`config.mk`:
```
export PLATFORM = sky130hd
export DESIGN_NAME = frame_prbs_ctrl
export DESIGN_NICKNAME = d
export VERILOG_FILES = /design/src/rtl/pcs_frame_pkg.sv /design/src/rtl/slot_down_counter.sv /design/src/rtl/frame_prbs_ctrl.sv
export SDC_FILE = /design/constraint.sdc
export NUM_CORES = 1
export LEC_CHECK = 0
export ABC_AREA = 1
export CAP_MARGIN = 20
export CORE_MARGIN = 5
export CORE_UTILIZATION = 48
export DETAILED_ROUTE_END_ITERATION = 10
export PLACE_DENSITY_LB_ADDON = 0.3
export SLEW_MARGIN = 20
export SYNTH_ARGS = -nofsm -noshare
export SYNTH_HDL_FRONTEND = slang
export SYNTH_SLANG_ARGS = --single-unit
```
`constraint.sdc`:
```
create_clock -name i_clock -period 2.3 [get_ports i_clock]
set_input_delay 0.575 -clock i_clock [delete_from_list [all_inputs] [get_ports i_clock]]
set_output_delay 0.575 -clock i_clock [all_outputs]
set_load 0.01 [all_outputs]
```
`src/rtl/pcs_frame_pkg.sv`:
```
// Shared definitions for the frame generator: block-type codes, the frame
// sequencing states and default field widths.
package pcs_frame_pkg;

    localparam int DEF_LEN_BITS = 16;
    localparam int DEF_GAP_BITS = 8;

    typedef enum logic [1:0] {
        BT_IDLE  = 2'd0,
        BT_START = 2'd1,
        BT_DATA  = 2'd2,
        BT_TERM  = 2'd3
    } block_type_e;

    typedef enum logic [2:0] {
        IDLE_ST,
        START_ST,
        DATA_ST,
        TERM_ST,
        GAP_ST,
        DONE_ST
    } frame_state_e;

    // Block type carried by the slot a state presents (IDLE when no slot).
    function automatic block_type_e block_of(input frame_state_e s);
        case (s)
            START_ST: return BT_START;
            DATA_ST:  return BT_DATA;
            TERM_ST:  return BT_TERM;
            default:  return BT_IDLE;
        endcase
    endfunction

    function automatic logic emits_slot(input frame_state_e s);
        return (s == START_ST) || (s == DATA_ST) || (s == TERM_ST) || (s == GAP_ST);
    endfunction

endpackage

```
`src/rtl/slot_down_counter.sv`:
```
// Loadable down-counter that only moves on valid cycles; last flags the final
// slot of the phase currently being counted.
module slot_down_counter #(
    parameter int W = 16
) (
    input  logic         clock,
    input  logic         reset,
    input  logic         valid,
    input  logic         load,
    input  logic         step,
    input  logic [W-1:0] load_value,
    output logic         last
);

    logic [W-1:0] count;

    always_ff @(posedge clock or posedge reset) begin
        if (reset) begin
            count <= '0;
        end else if (valid) begin
            if (load) begin
                count <= load_value;
            end else if (step && (count != '0)) begin
                count <= count - W'(1);
            end
        end
    end

    assign last = (count == W'(1));

endmodule

```
`src/rtl/frame_prbs_ctrl.sv`:
```
// Frame-level sequencer for the PRBS payload source: START, DATA x N, TERM,
// IDLE gap x M, advancing one slot per valid cycle.
module frame_prbs_ctrl
    import pcs_frame_pkg::*;
#(
    parameter int LEN_BITS = DEF_LEN_BITS,
    parameter int GAP_BITS = DEF_GAP_BITS
) (
    input  logic                i_clock,
    input  logic                i_reset,
    input  logic                i_enable,
    input  logic                i_valid,
    input  logic [LEN_BITS-1:0] i_data_len,
    input  logic [GAP_BITS-1:0] i_gap_len,
    input  logic [LEN_BITS-1:0] i_n_frames,
    input  logic                i_reseed,
    output logic                o_slot_valid,
    output logic [1:0]          o_block_type,
    output logic                o_prbs_step,
    output logic                o_prbs_load,
    output logic [LEN_BITS-1:0] o_frame_count,
    output logic                o_busy,
    output logic                o_done
);

    frame_state_e        state, next_state;
    logic [GAP_BITS-1:0] gap_q;
    logic [LEN_BITS-1:0] n_frames_q;
    logic [LEN_BITS-1:0] frame_count_q;
    logic [LEN_BITS-1:0] count_inc;

    logic                cnt_load;
    logic                cnt_step;
    logic [LEN_BITS-1:0] cnt_load_value;
    logic                cnt_last;

    block_type_e         block_q;
    logic                slot_q;
    logic                step_q;
    logic                load_q;
    logic                busy_q;
    logic                done_q;

    assign count_inc = frame_count_q + LEN_BITS'(1);

    slot_down_counter #(
        .W(LEN_BITS)
    ) u_slot_cnt (
        .clock      (i_clock),
        .reset      (i_reset),
        .valid      (i_valid),
        .load       (cnt_load),
        .step       (cnt_step),
        .load_value (cnt_load_value),
        .last       (cnt_last)
    );

    always_comb begin
        next_state     = state;
        cnt_load       = 1'b0;
        cnt_step       = 1'b0;
        cnt_load_value = '0;
        unique case (state)
            IDLE_ST: begin
                if (i_enable) next_state = START_ST;
            end
            START_ST: begin
                cnt_load       = 1'b1;
                cnt_load_value = i_data_len;
                next_state     = (i_data_len != '0) ? DATA_ST : TERM_ST;
            end
            DATA_ST: begin
                cnt_step = 1'b1;
                if (cnt_last) next_state = TERM_ST;
            end
            TERM_ST: begin
                // The shared counter is reloaded with the gap here for GAP_ST.
                cnt_load       = 1'b1;
                cnt_load_value = LEN_BITS'(gap_q);
                if ((n_frames_q != '0) && (count_inc == n_frames_q)) next_state = DONE_ST;
                else if (gap_q != '0)                                next_state = GAP_ST;
                else if (i_enable)                                   next_state = START_ST;
                else                                                 next_state = IDLE_ST;
            end
            GAP_ST: begin
                cnt_step = 1'b1;
                if (cnt_last) next_state = i_enable ? START_ST : IDLE_ST;
            end
            DONE_ST: begin
                if (!i_enable) next_state = IDLE_ST;
            end
            default: next_state = IDLE_ST;
        endcase
    end

    // Output registers describe the slot of the state being entered, so they
    // line up with the state register on the following cycle.
    always_ff @(posedge i_clock or posedge i_reset) begin
        if (i_reset) begin
            state         <= IDLE_ST;
            gap_q         <= '0;
            n_frames_q    <= '0;
            frame_count_q <= '0;
            block_q       <= BT_IDLE;
            slot_q        <= 1'b0;
            step_q        <= 1'b0;
            load_q        <= 1'b0;
            busy_q        <= 1'b0;
            done_q        <= 1'b0;
        end else if (i_valid) begin
            state <= next_state;
            if (state == START_ST) begin
                gap_q      <= i_gap_len;
                n_frames_q <= i_n_frames;
            end
            if ((state == IDLE_ST) && i_enable) frame_count_q <= '0;
            else if (state == TERM_ST)          frame_count_q <= count_inc;
            block_q <= block_of(next_state);
            slot_q  <= emits_slot(next_state);
            step_q  <= (next_state == DATA_ST);
            load_q  <= (next_state == START_ST) && i_reseed;
            busy_q  <= (next_state != IDLE_ST) && (next_state != DONE_ST);
            done_q  <= (next_state == DONE_ST);
        end
    end

    // Strobes are qualified by the slot strobe so the PRBS generator and the
    // encoder never see a step, load or slot on an invalid cycle.
    assign o_slot_valid  = slot_q & i_valid;
    assign o_prbs_step   = step_q & i_valid;
    assign o_prbs_load   = load_q & i_valid;
    assign o_block_type  = block_q;
    assign o_frame_count = frame_count_q;
    assign o_busy        = busy_q;
    assign o_done        = done_q;

endmodule

```
Word level (Yosys, flattened, before mapping)
Cells that the tools add are included.

Output and inout bits: 23. Bits in registers: 66. Word-level logic and storage cells: 67. Input bits: 45.

Add/sub/neg operators: 2. Bitwise operators: 3. Reduce and logical (&&, ||, !) cells: 21. Equal/unequal tests: 13. Multiplexer cells: 17.

Operators with widths (count): 16-bit two-way mux (4); 16-bit nonzero test (3); 16-bit case mux with 2 select lines (1); 3-bit two-way mux (6); 3-bit case mux with 6 select lines (1); 16-bit by 1-bit adder with 16-bit output (second input constant) (1); 16-bit by 1-bit equality test with 1-bit output (second input constant) (1); 16-bit equality test (1); 16-bit by 1-bit subtractor with 16-bit output (second input constant) (1); 3-bit by 2-bit equality test with 1-bit output (second input constant) (4); 3-bit equality test (second input constant) (4); 8-bit nonzero test (1); 3-bit by 1-bit equality test with 1-bit output (second input constant) (2); 2-bit case mux with 3 select lines (1); 2-bit AND reduction (3); 1-bit logical AND (5); 1-bit two-way mux (4); 2-bit nonzero test (2); 2-bit OR reduction (2); 1-bit bitwise AND (3); 3-bit zero test (1); 1-bit logical OR (3); 3-bit inequality test (second input constant) (1); 3-bit nonzero test (1).

Depth between registers and ports, before layout
Gate-level depths: netlist of the first run.

Word-level depth: 9. Depth in mapped cells: 19. Mapped depth without buffers: 19.

By module
Synthesis of the first run repeated with hierarchy kept, for this count alone.

Cell total of the unflattened synthesis: 632. Area, all modules: 4305.4 sq um.

By module, submodules not included: frame_prbs_ctrl (sequential area each 1251.2 sq um, cells an instance 428, area each 3017.9 sq um, instances 1); slot_down_counter (sequential area each 400.4 sq um, cells an instance 204, area each 1287.5 sq um, instances 1).

Worst setup path before layout of the first run
Ideal clock, no wire load.

Path kind: reg-to-reg. From: register frame_count_q[0] (netlist: o_frame_count[0]). To: register busy_q (netlist: o_busy). Path slack: 242 ps. Clock period less this slack: 2058 ps. Library setup time: 117 ps. Stages on the path, launching flop included: 19. Buffers on the path: 0. Required time: 2183 ps. Arrival time: 1941 ps. Path through: dfrtp_1 > ha_1 > nand2_2 > nor2_4 > nand3_2 > nand2_1 > nand2_1 > nand2_1 > nand2_1 > nor2_1 > nand2_1 > nor2_1 > nand2_1 > nand2_1 > nand2_1 > nand2_2 > nand3_2 > nand3_2 > nand2_1.

Word-level cells in the longest chain between the ends: 7. Elaborated cells between the ends (all ways): 8. Classes of those cells: add/sub: 1; eq/ne: 2; mux: 2; reduce/logical: 3.

Ends and longest elaborated chain: start: declaration (RTL line frame_prbs_ctrl.sv:29) `logic [LEN_BITS-1:0] frame_count_q;`; start signal: assignment (RTL line frame_prbs_ctrl.sv:117) `else if (state == TERM_ST) frame_count_q <= count_inc;`; 16-bit by 1-bit adder with 16-bit output * (RTL line frame_prbs_ctrl.sv:44) `assign count_inc = frame_count_q + LEN_BITS'(1);`; 16-bit equality test * (RTL line frame_prbs_ctrl.sv:80) `if ((n_frames_q != '0) && (count_inc == n_frames_q)) next_state = DONE_ST;`; 1-bit logical AND * (RTL line frame_prbs_ctrl.sv:80); 3-bit two-way mux * (RTL line frame_prbs_ctrl.sv:80); 3-bit case mux with 6 select lines * (RTL line frame_prbs_ctrl.sv:63) `unique case (state)`; 3-bit inequality test or 3-bit nonzero test (tied branches) (RTL line frame_prbs_ctrl.sv:122) `busy_q <= (next_state != IDLE_ST) && (next_state != DONE_ST);`; 1-bit logical AND * (RTL line frame_prbs_ctrl.sv:122); end signal: assignment (RTL line frame_prbs_ctrl.sv:122); end: declaration (RTL line frame_prbs_ctrl.sv:41) `logic busy_q;`.

Every way passes the cells marked *; elsewhere a longest branch is shown, timed or not. A chain may end at the register's enable or synchronous reset.

Worst setup path after layout of the first run
From: register frame_count_q[1] (netlist: o_frame_count[1]). To: register slot_q.

Word-level cells in the longest chain between the ends: 9. Elaborated cells between the ends (all ways): 12. Classes of those cells: add/sub: 1; eq/ne: 5; mux: 2; reduce/logical: 4.

Ends and longest elaborated chain: 16-bit by 1-bit adder with 16-bit output * (RTL line frame_prbs_ctrl.sv:44); 16-bit equality test * (RTL line frame_prbs_ctrl.sv:80); 1-bit logical AND * (RTL line frame_prbs_ctrl.sv:80); 3-bit two-way mux * (RTL line frame_prbs_ctrl.sv:80); 3-bit case mux with 6 select lines * (RTL line frame_prbs_ctrl.sv:63); 3-bit by 1-bit equality test with 1-bit output or 3-bit by 2-bit equality test with 1-bit output (tied branches) (RTL line pcs_frame_pkg.sv:35) `return (s == START_ST) || (s == DATA_ST) || (s == TERM_ST) || (s == GAP_ST);`; 1-bit logical OR (2 in series) (RTL line pcs_frame_pkg.sv:35); 1-bit logical OR * (RTL line pcs_frame_pkg.sv:35); end signal: assignment (RTL line frame_prbs_ctrl.sv:119) `slot_q <= emits_slot(next_state);`; end: declaration (RTL line frame_prbs_ctrl.sv:38) `logic slot_q;`.

Marked as above.

==> run_results.csv, run 1 <==
group,metric,value,unit
status,status,"finished with violations",
status,violations_in_the_final_reports,"negative setup slack",
floorplanning,row_count,33,
cts,clk_pin_slew_worst_paths,70,ps
drt,route.vias.total,3905,
timing,timing.final.crit_share,101,%
cts,clk-insertion-delay-late,350,ps
flow_run,cap_violations,0,
grt,gr-total-overflow,0,
synthesis,synth-compound-area-share,13.1,%
grt,globalRouteTotalUtil,21.3,%
drt,routed_wirelength,10.5,mm
drt,dr.pass1.iters,5,
layout,nNetsFinal,640,
grt,groute.layer.met1.usage,27.2,%
cts,cts_tree,"built",
floorplanning,core_area,0.00813,mm²
worst_setup_path,timing.critical_path.required,2530,ps
worst_setup_path,cp_common_cell,"sky130_fd_sc_hd__nand2_1",
grt,grt_start_max_net_pins,67,
cts,cts_inserted_buffers,9,
synthesis,synth_top_flop_cell,"sky130_fd_sc_hd__dfrtp_1",
grt,grt_pass1_vias,3860,
drt,avgRoutedWirePerCell,15.0,µm
layout,area_delta_synth_final,31.0,%
synthesis,yosys-mux-area-fraction,3.38,%
synthesis,synth_simple_gate_area_share,29.1,%
floorplanning,start_util,48.7,%
timing,finalMaxSlewViolations,0,
cts,cts-root-to-sink-buffers,2,
synthesis,synth.net_count,551,
synthesis,syn_area,0.00396,mm²
layout,final_design_utilization,63.7,%
synthesis,synth_fa_ha_area_share,0.948,%
power_and_ir_drop,max_rail_drop_vdd,0.000778,V
placement,detailed_place_hpwl,7.47,mm
worst_setup_path,data_arrival_at_the_endpoint_of_the_critical_path,2550,ps
synthesis,post_synth_edffs,0,
cts,clock_sink_count,66,
drt,number_of_design_rule_violations_left_after_detail_routing,0,
power_and_ir_drop,power-per-cell-area,1220,mW/mm²
timing,final.setup.worst_slack,-21.1,ps
cts,cts_hold_fix_bufs,0,
synthesis,synth_seq_area_share,41.7,%
worst_setup_path,regToRegSetupSlack,-20,ps
synthesis,synthDominantCellAreaShare,41.7,%
layout,diodes,0,
timing,worst_clock_skew,9.73,ps
placement,buffer_ports.inserted,67,
synthesis,largest_family_of_logic_cells_by_synthesized_area,"simple AND/OR/NAND/NOR gates",
worst_setup_path,timing.setup.critical_path_class,"reg2reg",
worst_setup_path,critical_path.startpoint_type,"register",
synthesis,synth_top_cells_by_area,"sky130_fd_sc_hd__dfrtp_1 (42%), sky130_fd_sc_hd__nand2_1 (10%), sky130_fd_sc_hd__inv_1 (5.6%)",
grt,use_met3,5.54,%
floorplanning,die_footprint,0.0102,mm²
worst_setup_path,worst_path_largest_cell_delay,400,ps
synthesis,synth-async-reset-ratio,100,%
synthesis,synthDominantAreaCellType,"sky130_fd_sc_hd__dfrtp_1",
synthesis,synth_xor_area_share,3.92,%
grt,most_congested_layer_reported_by_global_routing,"met2",
grt,grt_antenna_before_repair,0,
timing,slew_headroom,64.2,%
timing,grt_setup_unrepaired,"yes",
timing,fin_setup_tns,-31.9,ps
grt,global_route.usage.met2,35.1,%
drt,detailedRoute.firstIterationViolations,199,
floorplanning,floorplan.io_pins,68,
synthesis,yosysUniqueCellTypes,40,
worst_setup_path,timing.critical_path.cells,"ha_2 -> nand2_2 -> nor2_4 -> buf_12 -> buf_4 -> nand3_2 -> nand2_1 -> nand3_1 -> nand2_1 -> nor2_1 -> nand2_1 -> nor2_1 -> nand2_1 -> nand2_1 -> nand2_1 -> nand2_2 -> nand3_2 -> nand3_2 -> nand2_1",
timing,finalSetupViolCount,2,
timing,finalHoldViolCount,0,
placement,routability_congestion_estimate,0.889,
timing,min_tclk_post_route,2320,ps
synthesis,flops_latches_synth,66,
floorplanning,floorplan.die.width,101,µm
synthesis,postSynthAreaPerCell,7.87,µm²
cts,h-tree-depth,3,
worst_setup_path,crit_path_top_delay_cell,"sky130_fd_sc_hd__dfrtp_1",
worst_setup_path,critical_path.max_fanout,4,
timing,max_clock_freq,0.431,GHz
drt,route.antenna.remaining_nets,0,
grt,grt_pass1_wl,17.4,mm
floorplanning,die_height,101,µm
synthesis,post_synth_inst_count,503,
layout,layout-drive-gt1-share,17.6,%
drt,post_drt_via_cell_ratio,5.56,
timing,timing_worst_slew_pin_value,536,ps
worst_setup_path,end_kind,"register",
synthesis,synthesis.yosys.warnings,0,
power_and_ir_drop,pleak,2.34,nW
cts,cts_root_buffer,"sky130_fd_sc_hd__clkbuf_8",
hold_path,min_path_type,"reg2reg",
## final cells by class
type / count / area (µm²)
Clock buffer: 10 / 138
Tap cell: 105 / 131
Inverter: 65 / 246
Fill cell: 661 / 2950
Sequential cell: 66 / 1660
Timing Repair Buffer: 89 / 877
Clock inverter: 6 / 65.1
Multi-Input combinational cell: 361 / 2070
## flip-flops by register name, indices dropped and copies added (netlist names), 2 cells and up
| name | flops |
|---|---|
| u_slot_cnt.count | 16 |
| gap_q | 8 |
| n_frames_q | 16 |
| state | 3 |
| o_frame_count | 16 |
| o_block_type | 2 |
## cell usage after synthesis (all sizes together) (8+ instances only)
cell type	count
nand2	117
dfrtp	66
inv	65
nor2	60
nand3	37
o21ai	30
a21oi	24
o22ai	16
nand4	14
nor3	12
mux2	11
buf	8
## through the flow
stage / hold slack [ps] / total power, mW / setup WS, ps / cells / cell area [µm²]
CTS: 492 / 6.13 / 20.2 / 692 / 5010
detailed placement: 465 / 5.10 / -26.3 / 676 / 4810
finish: 494 / 6.32 / -21.1 / 702 / 5180
floorplan: 449 / 4.09 / 70.2 / 503 / 3960
global placement: 476 / 5.00 / -1.07 / 676 / 4810
global route: 511 / 6.81 / -209 / 702 / 5180
## per-layer routing
metal	share of wire, %	vias to the layer above
li1	-	1863
met1	40	1866
met4	2.3	0
met3	6.9	24
met2	50	152
met5	0	-
## where the power goes
group          total [mW]  leakage (nW)  internal, mW  switching (mW)
clock                1.00         0.103         0.532           0.470
sequential           2.27         0.806          1.71           0.564
combinational        3.05          1.43          1.42            1.63
total                6.32          2.34          3.66            2.67
## timing repair
action,in CTS,in global routing
hold endpoints to repair,0,0
gates resized for setup,3,32
pin swaps,0,12
setup endpoints to repair,3,40
setup buffers,0,10
## critical path: cells and delay by family (launching register included)
| family | cells | cell delay [ps] |
|---|---|---|
| adder cells (fa/ha/maj) | 1 | 220 |
| buffers and inverters | 2 | 250 |
| flip-flops | 1 | 400 |
| AND/OR/NAND/NOR | 16 | 1360 |
## cells in the final DEF (no fill, tap or decap), types with 2 or more instances in the layout
master,n
sky130_fd_sc_hd__nand2_1,99
sky130_fd_sc_hd__clkdlybuf4s50_1,64
sky130_fd_sc_hd__dfrtp_1,63
sky130_fd_sc_hd__inv_1,56
sky130_fd_sc_hd__nor2_1,47
sky130_fd_sc_hd__nand3_1,32
sky130_fd_sc_hd__a21oi_1,23
sky130_fd_sc_hd__o21ai_0,20
sky130_fd_sc_hd__buf_4,17
sky130_fd_sc_hd__nand2_2,16
sky130_fd_sc_hd__o22ai_1,16
sky130_fd_sc_hd__nand4_1,14
sky130_fd_sc_hd__nor3_1,11
sky130_fd_sc_hd__mux2_2,11
sky130_fd_sc_hd__clkbuf_8,10
sky130_fd_sc_hd__inv_2,8
sky130_fd_sc_hd__nor2_4,8
sky130_fd_sc_hd__o21ai_1,8
sky130_fd_sc_hd__a22oi_1,6
sky130_fd_sc_hd__nor2_2,5
sky130_fd_sc_hd__xnor2_1,5
sky130_fd_sc_hd__xor2_1,5
sky130_fd_sc_hd__nand3_2,4
sky130_fd_sc_hd__xnor3_1,3
sky130_fd_sc_hd__nor4_1,3
sky130_fd_sc_hd__o221ai_1,3
sky130_fd_sc_hd__dfrtp_2,3
sky130_fd_sc_hd__dlygate4sd2_1,3
sky130_fd_sc_hd__buf_12,3
sky130_fd_sc_hd__o21ai_2,2
sky130_fd_sc_hd__nand2_4,2
sky130_fd_sc_hd__or2_2,2
sky130_fd_sc_hd__a31oi_1,2
sky130_fd_sc_hd__a221oi_1,2
sky130_fd_sc_hd__clkinv_2,2
sky130_fd_sc_hd__buf_6,2
## cell families (layout without fill, tap and decap cells)
kind of cell	count (synthesis)	count (layout)
AOI/OAI and AO/OA	87	87
xor gates and xnor gates	13	13
adders and majority gates	3	3
buffers and inverters	76	170
DFF	66	66
muxes	12	12
and+or+nand+nor	246	246
## path summary, 6_finish.rpt
path                            depth (start not counted)                         start                   endpoint
min in group asynchronous                               3                       i_reset  n_frames_q[1]$_DFFE_PP0P_
max in group asynchronous                               3                       i_reset         step_q$_DFFE_PP0P_
worst min-delay path                                    2            o_busy$_DFFE_PP0P_         o_busy$_DFFE_PP0P_
worst min register to register                          2            o_busy$_DFFE_PP0P_         o_busy$_DFFE_PP0P_
worst max register to register                         19  o_frame_count[1]$_DFFE_PP0P_         slot_q$_DFFE_PP0P_
worst max-delay path                                   19  o_frame_count[1]$_DFFE_PP0P_         slot_q$_DFFE_PP0P_
Power figures use the tool's default switching activity.
==> run 2: changes to the inputs <==
--- a/config.mk
+++ b/config.mk
@@ -6,7 +6,6 @@
 export NUM_CORES = 1
 export LEC_CHECK = 0
 export ABC_AREA = 1
-export CAP_MARGIN = 20
 export CORE_MARGIN = 5
 export CORE_UTILIZATION = 48
 export DETAILED_ROUTE_END_ITERATION = 10
==> constraint.sdc (replaced) <==
create_clock -name i_clock -period 2.3 [get_ports i_clock]
set_input_delay 0.46 -clock i_clock [delete_from_list [all_inputs] [get_ports i_clock]]
set_output_delay 0.46 -clock i_clock [all_outputs]
set_load 0.01 [all_outputs]
==> run_results.csv, run 2 (synthesis gave the netlist of run 1 again) <==
group,metric,value,unit
placement,routability_congestion_estimate,0.909,
cts,clk-insertion-delay-late,350,ps
cts,cts_tree,"built",
floorplanning,die_footprint,0.0102,mm²
layout,final_design_utilization,64.7,%
cts,clock_sink_count,66,
drt,dr.pass1.iters,5,
power_and_ir_drop,pleak,2.37,nW
floorplanning,row_count,33,
worst_setup_path,worst_r2r_startpoint,"o_frame_count[1]$_DFFE_PP0P_",
grt,grt_start_max_net_pins,38,
timing,final.setup.worst_slack,74.2,ps
power_and_ir_drop,power.share.switching,42.7,%
cts,h-tree-depth,3,
layout,register_area,0.00166,mm²
worst_setup_path,end_kind,"register",
power_and_ir_drop,seq_power_share,35.2,%
layout,layout-drive-gt1-share,18.4,%
worst_setup_path,timing.setup.critical_path_class,"reg2reg",
power_and_ir_drop,total_switching_power,2.78,mW
grt,grt_pass1_vias,3801,
flow_run,cap_violations,0,
worst_setup_path,reg2regPathDepth,18,
floorplanning,floorplan.die.width,101,µm
power_and_ir_drop,power-per-cell-area,1240,mW/mm²
grt,grt_antenna_before_repair,0,
grt,grt_pass1_wl,17.5,mm
floorplanning,start_util,48.7,%
cts,clk_pin_slew_worst_paths,80,ps
layout,nNetsFinal,645,
cts,cts_inserted_buffers,9,
worst_setup_path,critical_path.startpoint_type,"register",
drt,detailedRoute.firstIterationViolations,302,
timing,max_clock_freq,0.449,GHz
drt,routed_wirelength,10.9,mm
placement,post-place-ws,-27.4,ps
cts,cts_root_buffer,"sky130_fd_sc_hd__clkbuf_8",
drt,post_drt_via_cell_ratio,5.60,
power_and_ir_drop,power_frac_comb,49.1,%
timing,finalMaxSlewViolations,0,
floorplanning,die_height,101,µm
timing,grt_setup_unrepaired,"yes",
layout,multi_input_comb_area,0.00211,mm²
placement,detailed_place_hpwl,7.80,mm
drt,route.vias.total,3961,
drt,detailroute.wirelength.met3,798,µm
worst_setup_path,data_arrival_at_the_endpoint_of_the_critical_path,2460,ps
timing,fin_setup_tns,0,ps
drt,route.antenna.remaining_nets,0,
timing,finalSetupViolCount,0,
timing,timing.final.crit_share,96.8,%
drt,detail_route_met2_wl,5.39,mm
drt,route.top_layer_used,"met4",
power_and_ir_drop,clock_power_share,15.7,%
timing,finalHoldViolCount,0,
worst_setup_path,regToRegSetupSlack,70,ps
layout,area_delta_synth_final,32.9,%
timing,worst_clock_skew,10.6,ps
floorplanning,core_area,0.00813,mm²
status,status,"complete, no violations",
worst_setup_path,crit-reg2reg-capture,"o_busy$_DFFE_PP0P_",
timing,timing_worst_slew_pin_value,485,ps
hold_path,min_path_type,"in2async",
drt,number_of_design_rule_violations_left_after_detail_routing,0,
layout,commonest_non_fill_non_tap_cells_in_the_layout,"sky130_fd_sc_hd__nand2_1 (100), sky130_fd_sc_hd__clkdlybuf4s50_1 (67), sky130_fd_sc_hd__dfrtp_1 (63), sky130_fd_sc_hd__inv_1 (56), sky130_fd_sc_hd__nor2_1 (47)",
worst_setup_path,critical_path.max_fanout,5,
placement,buffer_ports.inserted,67,
floorplanning,floorplan.io_pins,68,
power_and_ir_drop,max_rail_drop_vdd,0.000471,V
placement,dpl.cell_count,676,
timing,slew_headroom,67.6,%
power_and_ir_drop,power_report.internal_total,3.73,mW
layout,layoutNonFillerInstCount,707,
drt,wirelength_met1,4.58,mm
layout,final_common_cell,"sky130_fd_sc_hd__nand2_1",
timing,min_tclk_post_route,2230,ps
grt,globalRouteTotalUtil,21.5,%
layout,fill_cells,651,
cts,cts-root-to-sink-buffers,2,
drt,avgRoutedWirePerCell,15.5,µm
layout,diodes,0,
worst_setup_path,timing.critical_path.required,2540,ps
grt,gr-total-overflow,0,
[run 2: layout make-up]
cell class	count	share of cell area, %
multi-input cells	362	40.1
flip-flops and latches	66	31.5
repair buffers	93	17.4
inverters	65	4.69
clock buffers	10	2.62
well taps	105	2.50
clock inverters	6	1.24
[run 2: through the flow]
stage	cell area, µm²	hold slack, ps	power (mW)
5_1_grt	5260	492	6.96
2_1_floorplan	3960	449	4.09
3_5_place_dp	4820	472	5.13
6_report	5260	450	6.51
4_1_cts	5040	466	6.18
3_3_place_gp	4820	477	5.02
[run 2: metal layers]
layer	vias to the layer above	GRT usage, %
li1	1872	-
met1	1899	28.2
met2	168	34.9
met3	22	5.54
met4	0	6.63
met5	-	0
[run 2: repair_timing]
action,4_1_cts,5_1_grt
pin swaps,1,19
hold buffers,0,0
endpoints found under the setup margin,2,23
cloned,0,1
setup buffers,1,13
resized for setup,2,33
[run 2: critical path, cell delays in order, from the launching register on]
cell	delay [ps]
sky130_fd_sc_hd__dfrtp_1	420
sky130_fd_sc_hd__buf_6	140
sky130_fd_sc_hd__nand2_4	50
sky130_fd_sc_hd__nor2_4	190
sky130_fd_sc_hd__nand2_4	90
sky130_fd_sc_hd__nor2_4	190
sky130_fd_sc_hd__nand2_2	90
sky130_fd_sc_hd__nand2_1	90
sky130_fd_sc_hd__nand3_1	70
sky130_fd_sc_hd__nand2_1	80
sky130_fd_sc_hd__nand2_1	50
sky130_fd_sc_hd__nor2_1	80
sky130_fd_sc_hd__nand2_1	90
sky130_fd_sc_hd__nand2_1	60
sky130_fd_sc_hd__nand2_1	50
sky130_fd_sc_hd__nand2_2	130
sky130_fd_sc_hd__nand3_2	110
sky130_fd_sc_hd__nand3_2	80
sky130_fd_sc_hd__nand2_2	60
[run 2: how the worst max path moves through the flow]
stage / from / to / slack [ps] / cells past startpoint
after floorplan: i_reset / gap_q[0]$_DFFE_PP0P_ / 190 / 1
after global placement: u_slot_cnt.count[0]$_DFFE_PP0P_ / u_slot_cnt.count[15]$_DFFE_PP0P_ / 60 / 16
after detailed placement: u_slot_cnt.count[0]$_DFFE_PP0P_ / u_slot_cnt.count[15]$_DFFE_PP0P_ / -30 / 16
after CTS: u_slot_cnt.count[0]$_DFFE_PP0P_ / u_slot_cnt.count[15]$_DFFE_PP0P_ / 20 / 16
after global routing: o_frame_count[1]$_DFFE_PP0P_ / slot_q$_DFFE_PP0P_ / -100 / 18
final: o_frame_count[1]$_DFFE_PP0P_ / o_busy$_DFFE_PP0P_ / 70 / 18
[run 2: power groups by stage]
stage                     Sequential, mW  Combinational (mW)  Clock [mW]
after detailed placement            2.25                2.88           0
after global routing                2.37                3.51        1.08
after floorplan                     2.19                1.91           0
final                               2.29                3.20        1.02
after CTS                           2.24                2.92        1.03
after global placement              2.24                2.78           0
